[config.mk]
export PLATFORM = sky130hd
export DESIGN_NAME = seq_detector_param_flat
export DESIGN_NICKNAME = d
export VERILOG_FILES = /design/src/rtl/seq_detector_param_if.sv /design/src/rtl/seq_detector_param.sv /design/src/flat_wrapper.sv
export SDC_FILE = /design/constraint.sdc
export NUM_CORES = 1
export LEC_CHECK = 0
export ABC_AREA = 1
export CORE_AREA = 2 2 39 41
export CTS_BUF_LIST = sky130_fd_sc_hd__clkbuf_16
export DETAILED_ROUTE_END_ITERATION = 6
export DIE_AREA = 0 0 41 43
export PLACE_DENSITY = 0.72
export SYNTH_ARGS = -nofsm -noshare
export SYNTH_HDL_FRONTEND = slang
export SYNTH_SLANG_ARGS = --single-unit
[constraint.sdc]
create_clock -name clk -period 1.3 [get_ports clk]
set_clock_uncertainty 0.1 [all_clocks]
set_input_delay 0.39 -clock clk [delete_from_list [all_inputs] [get_ports clk]]
set_output_delay 0.39 -clock clk [all_outputs]
set_load 0.05 [all_outputs]
[src/rtl/seq_detector_param_if.sv]
// seq_detector_param_if: serial-stream, pattern-load and status bundle for seq_detector_param; SEQ_DET_MATCH_CNT_EN adds the counter signals
interface seq_detector_param_if #(
  parameter int PAT_LEN = 4,
  parameter int CNT_W   = 8
);
  logic                             seq_valid;
  logic                             seq_in;
  logic                             overlap_en;
  logic                             pat_load;
  logic [PAT_LEN-1:0]               pat_in;
  logic                             detect_out;
  logic [$clog2(PAT_LEN+1)-1:0]     fill_cnt;
  if (CNT_W < 1) $error("CNT_W must be at least 1");
`ifdef SEQ_DET_MATCH_CNT_EN
  logic                             cnt_clr;
  logic [CNT_W-1:0]                 match_cnt;
  modport master (output seq_valid, seq_in, overlap_en, pat_load, pat_in, cnt_clr,
                  input  detect_out, fill_cnt, match_cnt);
  modport slave  (input  seq_valid, seq_in, overlap_en, pat_load, pat_in, cnt_clr,
                  output detect_out, fill_cnt, match_cnt);
`else
  modport master (output seq_valid, seq_in, overlap_en, pat_load, pat_in,
                  input  detect_out, fill_cnt);
  modport slave  (input  seq_valid, seq_in, overlap_en, pat_load, pat_in,
                  output detect_out, fill_cnt);
`endif
endinterface

[src/rtl/seq_detector_param.sv]
// seq_detector_param: runtime-loadable serial pattern detector, overlap/non-overlap modes
// Optional saturating match counter when SEQ_DET_MATCH_CNT_EN is defined.
module seq_detector_param #(
  parameter int                 PAT_LEN     = 4,
  parameter logic [PAT_LEN-1:0] RST_PATTERN = 4'b1011,
  parameter int                 CNT_W       = 8
) (
  input  logic                 clk,
  input  logic                 reset,
  seq_detector_param_if.slave  bus
);
  localparam int FW = $clog2(PAT_LEN+1);
  localparam logic [FW-1:0] ARM = FW'(PAT_LEN-1);
  if (PAT_LEN < 2) $error("PAT_LEN must be at least 2");
  if (CNT_W < 1) $error("CNT_W must be at least 1");
  typedef enum logic {FILL, ARMED} state_t;
  state_t             state_q;
  logic [PAT_LEN-1:0] pat_q;
  logic [PAT_LEN-2:0] hist_q;
  logic [FW-1:0]      fill_q;
  logic               det_q;
  logic [PAT_LEN-1:0] window;
  logic               match;
  assign window = {hist_q, bus.seq_in};
  assign match = state_q == ARMED && window == pat_q;
  assign bus.detect_out = det_q;
  assign bus.fill_cnt = fill_q;
  always_ff @(posedge clk) begin
    if (reset) begin
      state_q <= FILL;
      pat_q <= RST_PATTERN;
      hist_q <= '0;
      fill_q <= '0;
      det_q <= 1'b0;
    end else if (bus.pat_load) begin
      state_q <= FILL;
      pat_q <= bus.pat_in;
      hist_q <= '0;
      fill_q <= '0;
      det_q <= 1'b0;
    end else if (bus.seq_valid) begin
      hist_q <= window[PAT_LEN-2:0];
      det_q <= match;
      // non-overlapping mode restarts the fill so the next hit needs PAT_LEN fresh bits
      if (match && !bus.overlap_en) begin
        state_q <= FILL;
        fill_q <= '0;
      end else if (state_q == FILL) begin
        state_q <= fill_q == ARM - 1'b1 ? ARMED : FILL;
        fill_q <= fill_q + 1'b1;
      end
    end else begin
      det_q <= 1'b0;
    end
  end
`ifdef SEQ_DET_MATCH_CNT_EN
  logic [CNT_W-1:0] cnt_q;
  assign bus.match_cnt = cnt_q;
  always_ff @(posedge clk) begin
    if (reset || bus.cnt_clr) cnt_q <= '0;
    else if (det_q && !(&cnt_q)) cnt_q <= cnt_q + 1'b1;
  end
`endif
  always @(posedge clk) begin
    if (!reset) begin
      assert (fill_q <= ARM);
      assert ((state_q == ARMED) == (fill_q == ARM));
    end
  end
endmodule

[src/flat_wrapper.sv]
// flat-port wrapper written by rule: the top's interface ports become plain ports
module seq_detector_param_flat 
#(
  parameter int                 PAT_LEN     = 4,
  parameter logic [PAT_LEN-1:0] RST_PATTERN = 4'b1011,
  parameter int                 CNT_W       = 8
)
  (clk, reset, bus_seq_valid, bus_seq_in, bus_overlap_en, bus_pat_load, bus_pat_in, bus_detect_out, bus_fill_cnt);
  seq_detector_param_if #(.PAT_LEN(PAT_LEN), .CNT_W(CNT_W)) bus_i ();
  input  logic clk;
  input  logic reset;
  input wire logic [$bits(bus_i.seq_valid)-1:0] bus_seq_valid;
  input wire logic [$bits(bus_i.seq_in)-1:0] bus_seq_in;
  input wire logic [$bits(bus_i.overlap_en)-1:0] bus_overlap_en;
  input wire logic [$bits(bus_i.pat_load)-1:0] bus_pat_load;
  input wire logic [$bits(bus_i.pat_in)-1:0] bus_pat_in;
  output wire logic [$bits(bus_i.detect_out)-1:0] bus_detect_out;
  output wire logic [$bits(bus_i.fill_cnt)-1:0] bus_fill_cnt;
  assign bus_i.seq_valid = bus_seq_valid;
  assign bus_i.seq_in = bus_seq_in;
  assign bus_i.overlap_en = bus_overlap_en;
  assign bus_i.pat_load = bus_pat_load;
  assign bus_i.pat_in = bus_pat_in;
  assign bus_detect_out = bus_i.detect_out;
  assign bus_fill_cnt = bus_i.fill_cnt;
  seq_detector_param #(.PAT_LEN(PAT_LEN), .RST_PATTERN(RST_PATTERN), .CNT_W(CNT_W)) u_core (.clk(clk), .reset(reset), .bus(bus_i));
endmodule
==> metrics, run 1 <==
worst hold path class=register to register; VDD IR max=877 uV; HP Start=u_core.pat_q[1]$_SDFFE_PP1P_; Critical path buffers and inverters=2; post-route ant nets=0; die height=~43 um; row cnt=14; Ant. Diodes=0; post-synthesis simple-gate area fraction=0.246; # IOs=14; FF-to-FF Start=u_core.state_q$_SDFFE_PP0P_; mux contribution to synthesized area=0; Synthesized Nets=92; WP data required=1340 ps; antenna violations before repair=0; via count=approximately 560; area growth from synthesis to layout=60.2%; Total Power=1.08 mW; cell area after synthesis=591 um^2; Final Util=0.684; Power Dens Cells=1140 nW/um^2; die area=1760 um^2; Final GP Congestion=0.780; WL/cell=9.83 um; crit share post-route=0.974; CTS tree=yes; H-tree depth=1; Pleak=approximately 0.44 nW; compound-cell area share of the yosys netlist=0.169; CP startpoint kind=register; synthesized flop and latch total=12; DRT Wirelength=1.17 mm; final setup fails=0; Syn Area/Cell=approximately 7.4 um^2; CP Cell Sequence=inv_1 > a21oi_2 > nand2_1 > nor2_4 > nand4_4 > nand2_1 > nand2_1 > nand2_1 > inv_1; Slew Limit Fails=0; CTS clk-pin slew, worst paths=approximately 40 ps; Yosys top cell area share=0.407; worst-case reg-to-reg path depth=9; largest net degree at the start of global routing=9; Remaining Overflow, GRT=0; Hold Path End=u_core.pat_q[1]$_SDFFE_PP1P_; reg2reg end=u_core.bus.fill_cnt[0]$_SDFFE_PP0P_; root buf cell=clkbuf_16; highest-delay cell along the critical path=dfxtp_4; crit-path max cell delay=around 360 ps; number of fill cells=112; main combinational cell family by area after synthesis=simple AND/OR/NAND/NOR gates; GRT Total Usage=0.174; worst-margin pin slew=approximately 170 ps; number of vias per cell=approximately 4.7; Buffers on Ports=13; max cap viols=0; CTS Sinks=12; xor and xnor area share after synthesis=0; layout cell share with drive strength beyond 1=0.311; leading area contributor after synthesis=dfxtp_1; worst hold stages=2; number of global-route vias before repair=569; reg2reg setup slack=30 ps; Starting Density=0.427; relative slew slack=0.885; Hold-fix buffers, CTS=0; Final Hold Fails=0; Post-DP HPWL=872 um; clock insertion delay at the later pin of the skew report=approximately 240 ps; Worst Setup End Kind=register; global-route wire length before repair=2.03 mm; die width=41 um; total core area=about 1400 um^2; Synth cell types=19; fmax=0.790 GHz; Post-Syn Instances=80; Seq/Total Area, Yosys=0.407; most used cell, CP=nand2_1; status=complete, no violations; Setup CP Type=register to register; Syn. warnings=0; Nets=~120; Tmin final=1270 ps; Synth Area in Adders=0.0424; Crit path arrival time=about 1300 ps; worst-path maximum fanout=4; CTS Buf Count=3; Max Root-Sink Buffers=2; top cells by area, synth=dfxtp_1 41%, inv_1 8.9%, nand2_1 8.9%; # DRC=0; 1st-iter DRT viols=8; Largest delay share family, worst path=simple AND/OR/NAND/NOR gates; first drt pass iteration count=4
## Yosys cell counts (all sizes together)
cell / n
nand2: 14
nand3: 5
o21ai: 6
nor2: 6
or2: 2
inv: 17
ha: 2
a21oi: 11
buf: 2
o211ai: 1
nor3b: 1
nand4: 1
dfxtp: 12
## cell usage in the layout (no fill, tap or decap), types with 3 or more instances in the layout
master / Yosys / routed
a21oi_1: 9 / 8
a21oi_2: 2 / 3
clkbuf_16: 0 / 3
nor2_4: 0 / 3
nand3_1: 4 / 4
buf_12: 0 / 4
inv_2: 3 / 3
inv_1: 14 / 14
dfxtp_1: 12 / 7
dfxtp_2: 0 / 3
buf_4: 0 / 7
o21ai_0: 6 / 6
clkdlybuf4s50_1: 0 / 6
nor2_1: 3 / 3
nand2_1: 14 / 14
## per-layer routing
metal  routed length (um)  up-vias  global-route usage
li1                     -      296                   -
met2                  570       17               0.275
met5                    0        -                   0
met1                  497      244               0.184
met4                   29        0               0.107
met3                   72        5              0.0628
## worst max path at each step
stage / start / endpoint / cells after the start
2_1_floorplan: u_core.bus.fill_cnt[0]$_SDFFE_PP0P_ / u_core.bus.fill_cnt[1]$_SDFFE_PP0P_ / 4
3_3_place_gp: bus_seq_in / u_core.bus.fill_cnt[0]$_SDFFE_PP0P_ / 10
3_5_place_dp: bus_seq_in / u_core.bus.fill_cnt[0]$_SDFFE_PP0P_ / 10
4_1_cts: u_core.state_q$_SDFFE_PP0P_ / u_core.bus.fill_cnt[0]$_SDFFE_PP0P_ / 9
5_1_grt: u_core.state_q$_SDFFE_PP0P_ / u_core.bus.fill_cnt[0]$_SDFFE_PP0P_ / 9
6_report: u_core.state_q$_SDFFE_PP0P_ / u_core.bus.fill_cnt[0]$_SDFFE_PP0P_ / 9
## what timing repair did
action	4_1_cts	5_1_grt
endpoints found under the setup margin	5	7
pin swaps	2	2
resized for setup	5	8
cloned	0	0
endpoints found under the hold margin	0	0
buffers inserted	1	0
## registers in the layout (all words and copies together), names as in the netlist
register	flops
u_core.state_q	1
u_core.hist_q	3
u_core.bus.fill_cnt	3
u_core.bus.detect_out	1
u_core.pat_q	4
## per-stage QoR
stage | setup TNS, ps | instance area, um^2 | cells | hold slack, ps | setup WS, ps
floorplan | 0 | 596 | 80 | 350 | 6.99
global placement | -2780 | 822 | 114 | 369 | -429
detailed placement | -2930 | 822 | 114 | 379 | -442
CTS | -0.883 | 913 | 119 | 385 | -0.883
global route | -17.2 | 946 | 119 | 389 | -17.2
finish | 0 | 946 | 119 | 380 | 33.8
## area by class of cell
cell class,instances,area (um^2),area share
clock buffer,3,75.1,0.0794
clock inverter,1,3.75,0.00397
inverter,17,63.8,0.0675
multi-input combinational,49,298,0.315
sequential,12,251,0.266
tap,16,20.0,0.0212
timing repair buffer,21,234,0.247
## power by group
part           total [mW]  switching [mW]  internal [mW]
combinational       0.125          0.0619         0.0631
clock               0.561           0.157          0.404
sequential          0.391          0.0105          0.381
total                1.08           0.229          0.848
## worst reg2reg max path, delay by kind of cell, from the launching register on
| family | cells | cell delay [ps] |
|---|---|---|
| flip-flops | 1 | 360 |
| AND/OR/NAND/NOR | 6 | 510 |
| buffers and inverters | 2 | 80 |
| AO/OA/AOI/OAI | 1 | 110 |
## cell families (layout without fill, tap and decap cells)
group                    count (synthesis)  in the layout
AND/OR/NAND/NOR                         29             29
AO/OA/AOI/OAI                           18             18
adder cells (fa/ha/maj)                  2              2
buffers and inverters                   19             42
flip-flops                              12             12
Note: power is estimated with default switching activity, not from simulation.
==> run 2: changes to the inputs <==
- CORE_AREA: 2 2 39 41 -> 4 4 41 43
- CTS_CLUSTER_DIAMETER: default -> 100
- DIE_AREA: 0 0 41 43 -> 0 0 45 47
==> metrics, run 2 (synthesis results as in run 1) <==
CTS clk-pin slew, worst paths=40 ps (about the same); H-tree depth=1 (unchanged); highest-delay cell along the critical path=dfxtp_2; via count=583 (+3.7%); Critical path buffers and inverters=1 (-1); antenna violations before repair=0 (unchanged); crit-path max cell delay=390 ps (+30 ps); root buf cell=clkbuf_16; fmax=0.787 GHz (-0.40%); number of flip-flops under the largest register name=4 (unchanged); CP Cell Sequence=buf_12; die width=45 um (+9.8%); worst hold path class=register to register; GRT Total Usage=0.150 (-0.0235); largest net degree at the start of global routing=9 (unchanged); sw frac=0.214 (+0.000938); CTS tree=yes; Setup CP Type=register to output port; part of the power in registers=0.362 (about the same); Pleak=0.469 nW (+6.1%); Slew Limit Fails=0 (unchanged); Hold-fix buffers, CTS=0 (unchanged); Final Cell Area=982 um^2 (+3.8%); VDD IR max=809 uV (-7.9%); relative slew slack=0.884 (-0.00142); worst-case reg-to-reg path depth=9 (unchanged); max cap viols=0 (unchanged); Pint=852 uW (+0.47%); Power Dens Cells=1100 nW/um^2 (-3.1%); first drt pass iteration count=2 (-2); die height=47 um (+9.3%); number of vias per cell=4.78 (+1.2%); WP data required=810 ps (-530 ps); CTS Sinks=12 (unchanged); CP startpoint kind=register; Post-DP Area=821 um^2 (-0.15%); WL/cell=11.6 um (+18%); Reg with most FFs=u_core.pat_q; Total Power=1.08 mW (+0.59%); number of global-route vias before repair=576 (+1.2%); DRT Wirelength=1.42 mm (+21%); clock share of power=0.516 (-0.005); Largest delay share family, worst path=flip-flops; CTS Buf Count=3 (unchanged); Post-DP HPWL=988 um (+13%); met3 usage=0.0575 (-0.00536); Comb power frac=0.122 (+0.006); Buffers on Ports=13 (unchanged); crit share post-route=0.978 (+0.00393); status=complete, no violations; commonest cells after routing, fill and taps aside=12 x nand2_1, 11 x inv_1, 10 x buf_4, 9 x a21oi_1; post-route ant nets=0 (unchanged); Final Hold Fails=0 (unchanged); worst-margin pin slew=174 ps (+3.56 ps); Nets=120 (+3.4%); Starting Density=0.454 (+0.0271); worst-path maximum fanout=5 (+1); global-route wire length before repair=2.31 mm (+14%); 1st-iter DRT viols=4 (-4); Ant. Diodes=0 (unchanged); Worst Setup End Kind=output port; # DRC=0 (unchanged); total core area=1300 um^2 (-6.0%); final setup fails=0 (unchanged); clock insertion delay at the later pin of the skew report=240 ps (about the same); Crit path arrival time=780 ps (-520 ps); met1 usage=0.162 (-0.0216); die area=2120 um^2 (+20%); layout cell share with drive strength beyond 1=0.411 (+0.101); Final GP Congestion=0.727 (-6.8%); row cnt=13 (-1); worst hold stages=2 (unchanged); Remaining Overflow, GRT=0 (unchanged); sw power=231 uW (+1.0%); area growth from synthesis to layout=66.3%; # IOs=14 (unchanged); most common cell after layout, fill and taps aside=nand2_1; Max Root-Sink Buffers=2 (unchanged); M2 GR Usage=0.277 (+0.00184); Top Usage Layer GRT=met2; Tmin final=1270 ps (+5.11 ps); Levels on crit path=1 (-8)
run 2: cell count changes in the layout (fill, tap and decap cells not counted), moves of 2 or more:
cell and change:
buf_4 +3, dfxtp_1 -3, dfxtp_2 +3, inv_1 -3, inv_2 +3, nand2_1 -2, nand2_2 +2
run 2: area by class of cell:
class	instances	area, um^2
Clock buffer	3	75.1
Clock inverter	1	3.75
Fill cell	96	319
Inverter	17	63.8
Multi-Input combinational cell	49	299
Sequential cell	12	255
Tap cell	15	18.8
Timing Repair Buffer	25	267
run 2: power by group through the flow:
stage | logic (mW) | registers (mW) | clock network, mW
3_5_place_dp | 0.121 | 0.399 | 0
3_3_place_gp | 0.116 | 0.399 | 0
6_report | 0.132 | 0.392 | 0.560
5_1_grt | 0.148 | 0.394 | 0.579
4_1_cts | 0.124 | 0.393 | 0.566
2_1_floorplan | 0.0532 | 0.404 | 0
run 2: path summary, 6_finish.rpt:
kind	from	end	slack (ps)
worst min-delay path	u_core.pat_q[0]$_SDFFE_PP1P_	u_core.pat_q[0]$_SDFFE_PP1P_	380
worst min register to register	u_core.pat_q[0]$_SDFFE_PP1P_	u_core.pat_q[0]$_SDFFE_PP1P_	380
worst max-delay path	u_core.bus.fill_cnt[2]$_SDFFE_PP0P_	bus_fill_cnt[2]	30
worst max register to register	u_core.hist_q[2]$_SDFFE_PP0P_	u_core.bus.fill_cnt[0]$_SDFFE_PP0P_	60
run 2: through the flow:
step	util	instances	setup slack (ps)	TNS [ps]	hold slack [ps]
2_1_floorplan	-	80	6.99	0	350
3_3_place_gp	0.631	113	-415	-2650	370
3_5_place_dp	0.631	113	-453	-2970	384
4_1_cts	0.716	120	7.86	0	390
5_1_grt	0.755	122	-18.2	-18.2	401
6_report	0.755	122	28.6	0	378
run 2: layer usage:
layer,share of wire,vias to the layer above
li1,-,308
met1,0.40,263
met2,0.55,12
met3,0.049,0
met4,0,0
met5,0,-
run 2: repair_timing:
action	CTS	global route
endpoints found under the setup margin	5	6
pin swaps	2	7
buffers inserted	3	2
gates resized for setup	6	18
